--- config.mk ---
export PLATFORM = sky130hd
export DESIGN_NAME = somador_subtrator
export DESIGN_NICKNAME = d
export VERILOG_FILES = /design/src/rtl/somador_subtrator.sv
export SDC_FILE = /design/constraint.sdc
export NUM_CORES = 1
export LEC_CHECK = 0
export ABC_AREA = 1
export BUFFER_PORTS_ARGS = -buffer_cell sky130_fd_sc_hd__buf_2
export CAP_MARGIN = 15
export CORE_UTILIZATION = 30
export CTS_CLUSTER_DIAMETER = 120
export DETAILED_ROUTE_END_ITERATION = 8
export GPL_TIMING_DRIVEN = 1
export PLACE_DENSITY = 0.52
export RECOVER_POWER = 25
export SKIP_LAST_GASP = 1
export SYNTH_ARGS = -nofsm -noshare
export SYNTH_HDL_FRONTEND = slang
export SYNTH_SLANG_ARGS = --single-unit
--- constraint.sdc ---
create_clock -name clock -period 0.8 [get_ports clock]
set_input_delay 0.16 -clock clock [delete_from_list [all_inputs] [get_ports clock]]
set_output_delay 0.16 -clock clock [all_outputs]
set_load 0.02 [all_outputs]
--- src/rtl/somador_subtrator.sv ---
// Registered unsigned adder/subtractor with a WIDTH+1 bit result and status flags.
// Define SOMADOR_SATURACAO_EN to clamp a negative subtraction result to zero.
module somador_subtrator #(
    parameter int WIDTH = 4
) (
    input  logic             clock,
    input  logic             reset_n,
    input  logic             enable,
    input  logic [WIDTH-1:0] a,
    input  logic [WIDTH-1:0] b,
    input  logic             select,
    output logic [WIDTH:0]   resul,
    output logic             valid,
    output logic             zero,
    output logic             borrow,
    output logic             carry
);

    logic             w_sub;
    logic [WIDTH:0]   w_a_ext;
    logic [WIDTH:0]   w_b_ext;
    logic [WIDTH:0]   w_sum;
    logic [WIDTH:0]   w_res;
    logic             w_borrow;
    logic             w_carry;

    logic [WIDTH:0]   r_resul;
    logic             r_valid;
    logic             r_zero;
    logic             r_borrow;
    logic             r_carry;

    // One adder serves both operations: a - b is a + ~b + 1 on zero-extended operands.
    assign w_sub    = ~select;
    assign w_a_ext  = {1'b0, a};
    assign w_b_ext  = {1'b0, b} ^ {(WIDTH+1){w_sub}};
    assign w_sum    = w_a_ext + w_b_ext + {{WIDTH{1'b0}}, w_sub};

    // With |a-b| < 2^WIDTH the top bit of the difference is set exactly when a < b.
    assign w_borrow = w_sub & w_sum[WIDTH];
    assign w_carry  = select & w_sum[WIDTH];

`ifdef SOMADOR_SATURACAO_EN
    assign w_res    = w_borrow ? '0 : w_sum;
`else
    assign w_res    = w_sum;
`endif

    always_ff @(posedge clock or negedge reset_n) begin
        if (!reset_n) begin
            r_resul  <= '0;
            r_valid  <= 1'b0;
            r_zero   <= 1'b1;
            r_borrow <= 1'b0;
            r_carry  <= 1'b0;
        end else begin
            r_valid <= enable;
            if (enable) begin
                r_resul  <= w_res;
                r_zero   <= (w_res == '0);
                r_borrow <= w_borrow;
                r_carry  <= w_carry;
            end
        end
    end

    assign resul  = r_resul;
    assign valid  = r_valid;
    assign zero   = r_zero;
    assign borrow = r_borrow;
    assign carry  = r_carry;

endmodule

==> out/qor.csv <==
stage;metric;value;unit
run_status;outcome;finished with violations;
run_status;failing checks;negative setup slack;
cells_and_area;multi-input combinational cell area;440;um^2
floorplan;Starting Density;0.333;
hold_path;Hold Path Class;in2reg;
drt;Wirelength per Cell;11.2;um
critical_path;Worst setup EP type;flip-flop;
sta;Tcrit/Tclk final;1.68;
hold_path;hold wc startpoint;b[0];
sta;Final Slew Violations;0;
drt;Pre-antenna DRT Iters;3;
sta;Min Clock Period, post-route;1.34;ns
pwr;post-layout power;1.92;mW
synthesis;mux cell area share after synthesis;0;
critical_path;WP data required;0.99;ns
critical_path;critical path class;in2reg;
pwr;Pleak;0.582;nW
clock_network;CTS tree;built;
cells_and_area;final instance area;1160;um^2
clock_network;Max Root-Sink Buffers;2;
critical_path;CP startpoint;b[0];
job;max_cap viols;0;
critical_path;Worst EP arrival;1.53;ns
sta;clk_skew;0;ns
sta;Setup TNS Final;-4.34;ns
synthesis;Post-synth EDFFs;0;
synthesis;Yosys reg bits;9;
cells_and_area;# fillers;166;
global_route;first-pass GRT wire length;2480;um
drt;number of DRC markers in iteration 0;6;
synthesis;ranking of synthesized cells by area;dfrtp_1 33%, nand2_1 13%, ha_1 10%;
synthesis;Post-synth top cells;21 x nand2_1, 8 x dfrtp_1, 7 x inv_1;
hold_path;Hold Path Sink;resul[0];
global_route;number of global-route vias before repair;579;
synthesis;FFs w/ async S/R, synth;1.00;
global_route;GRT overflow;0;
sta;Final Setup Violations;16;
clock_network;Root Driver;clkbuf_4;
synthesis;largest family of logic cells by synthesized area;simple AND/OR/NAND/NOR gates;
critical_path;Reg-to-Reg End;resul[2];
synthesis;largest area contributor in the netlist;dfrtp_1;
synthesis;Mapped Cells;71;
floorplan;Core ar.;1800;um^2
cells_and_area;Net count, final;139;
cells_and_area;Core Util, Final;0.647;
critical_path;flop2flop setup slack;-0.09;ns
cells_and_area;P&R area growth vs syn;94.4;%
placement;Routability Congestion;0.823;
clock_network;CTS H-tree depth;1;
drt;via count;634;
cells_and_area;area of all sequential standard cells;226;um^2
drt;WL final;1620;um
synthesis;Synth Area in Adders;0.138;
critical_path;Startpoint Class;input pin;
synthesis;synth warn;0;
synthesis;main flop type after synthesis;dfrtp_1;
pwr;Pwr per Cell Area;1650;nW/um^2
global_route;initial antenna violation count;0;
placement;pre-CTS WS;-1.02;ns
cells_and_area;share of cells above drive strength 1;0.642;
critical_path;r2r worst-path depth;4;
synthesis;Synth Area in Simple Gates;0.290;
drt;DRC viols;0;
drt;ANT nets after route;0;
critical_path;critical path fanouts, max;2;
sta;worst hold margin;0.228;ns
synthesis;Post-Synthesis Cell Area;599;um^2
placement;dpl hpwl;1090;um
synthesis;Synth Area in XOR/XNOR;0.0438;
hold_path;Hold Crit Depth;4;
synthesis;Syn Nets;89;
clock_network;clock slew at reported path FFs;0.06;ns
synthesis;Mapped Avg Cell Area;8.44;um^2
clock_network;Sink Count;9;
placement;Placed Cells;126;
floorplan;Die W;46.7;um
floorplan;# IOs;21;
sta;Fmax achieved;745;MHz
floorplan;Rows;15;
clock_network;Worst-Skew Late Latency;0.26;ns
synthesis;Yosys cell types;22;
pwr;Peak VDD IR;0.750;mV
floorplan;Die ar.;2180;um^2
cells_and_area;Layout Cells excl Fill;145;
sta;RSZ-0062 raised after global routing;yes;
sta;Rel. slew slack;0.672;
placement;Placed Area;815;um^2
synthesis;most frequent cell after synthesis;nand2_1;
sta;setup ws final;-0.542;ns
global_route;largest net degree at the start of global routing;10;
clock_network;CTS Buf Count;3;
drt;Vias per Instance;4.37;
critical_path;Reg-to-Reg Start;resul[2];
synthesis;fraction of the yosys area taken by sequential cells;0.378;
synthesis;post-synth top area share;0.334;
global_route;GR Util All Layers;0.167;
synthesis;Synth Area in Compound Gates;0.0480;
floorplan;die height;46.7;um
cells_and_area;ANT cells;0;
sta;final hold vios;0;
sta;Worst Tran Pin Value;0.491;ns
placement;number of port buffers;20;
==> per-layer routing <==
layer / track usage / vias up / part of all wire
met3: 0.0235 / 4 / 0.031
met5: 0 / - / 0
met4: 0.0857 / 0 / 0.018
met2: 0.331 / 20 / 0.56
met1: 0.162 / 288 / 0.38
li1: - / 322 / -
==> layout make-up <==
| type | instances | share of cell area |
|---|---|---|
| clock buffer | 4 | 0.0226 |
| inverter | 10 | 0.0408 |
| multi-input combinational | 50 | 0.378 |
| sequential | 9 | 0.194 |
| tap | 25 | 0.0269 |
| timing repair buffer | 47 | 0.337 |
==> power by group <==
part           internal (mW)  switching (mW)  total (mW)
clock network          0.193           0.169       0.362
registers              0.525          0.0490       0.574
logic                  0.544           0.442       0.987
total                   1.26           0.661        1.92
==> flip-flops by register name, summed over array words and instances, names as in the netlist <==
name,count
valid,1
borrow,1
carry,1
resul,5
zero,1
==> cells by family (layout without fill, tap and decap cells) <==
family,count (synthesis),count (layout)
buf+inv,12,61
flops,9,9
simple gates,36,36
fa+ha+maj,6,6
compound gates,5,5
xor+xnor,3,3
==> worst max-delay path, stage by stage <==
cell	delay (ns)
buf_8	0.10
inv_6	0.05
nand2_4	0.04
and2_4	0.15
fa_2	0.37
a31oi_4	0.20
ha_4	0.23
buf_4	0.13
o21ai_2	0.11
==> timing repair <==
action	4_1_cts	5_1_grt
endpoints found under the hold margin	9	0
endpoints found under the setup margin	16	17
cloned	0	0
hold buffers	1	0
buffers inserted	8	6
pin swaps	10	8
resized for setup	29	23
==> layout by cell type, fill, tap and decap left out, drive strengths merged <==
| cell type | Yosys | final |
|---|---|---|
| a21oi | 1 | 1 |
| a31oi | 3 | 3 |
| and2 | 1 | 1 |
| buf | 2 | 44 |
| clkbuf | 0 | 6 |
| dfrtp | 8 | 8 |
| dfstp | 1 | 1 |
| dlygate4sd3 | 0 | 1 |
| fa | 1 | 1 |
| ha | 5 | 5 |
| inv | 9 | 10 |
| nand2 | 22 | 22 |
| nand3 | 7 | 7 |
| nor2 | 6 | 6 |
| o21ai | 1 | 1 |
| xnor2 | 3 | 3 |
==> worst max path at each step <==
stage | endpoint | slack [ns]
6_report | resul[4] | -0.54
5_1_grt | carry | -0.58
4_1_cts | zero | -0.51
3_5_place_dp | resul[4] | -1.02
3_3_place_gp | zero | -0.91
2_1_floorplan | zero | -0.79
Power figures use the tool's default switching activity.
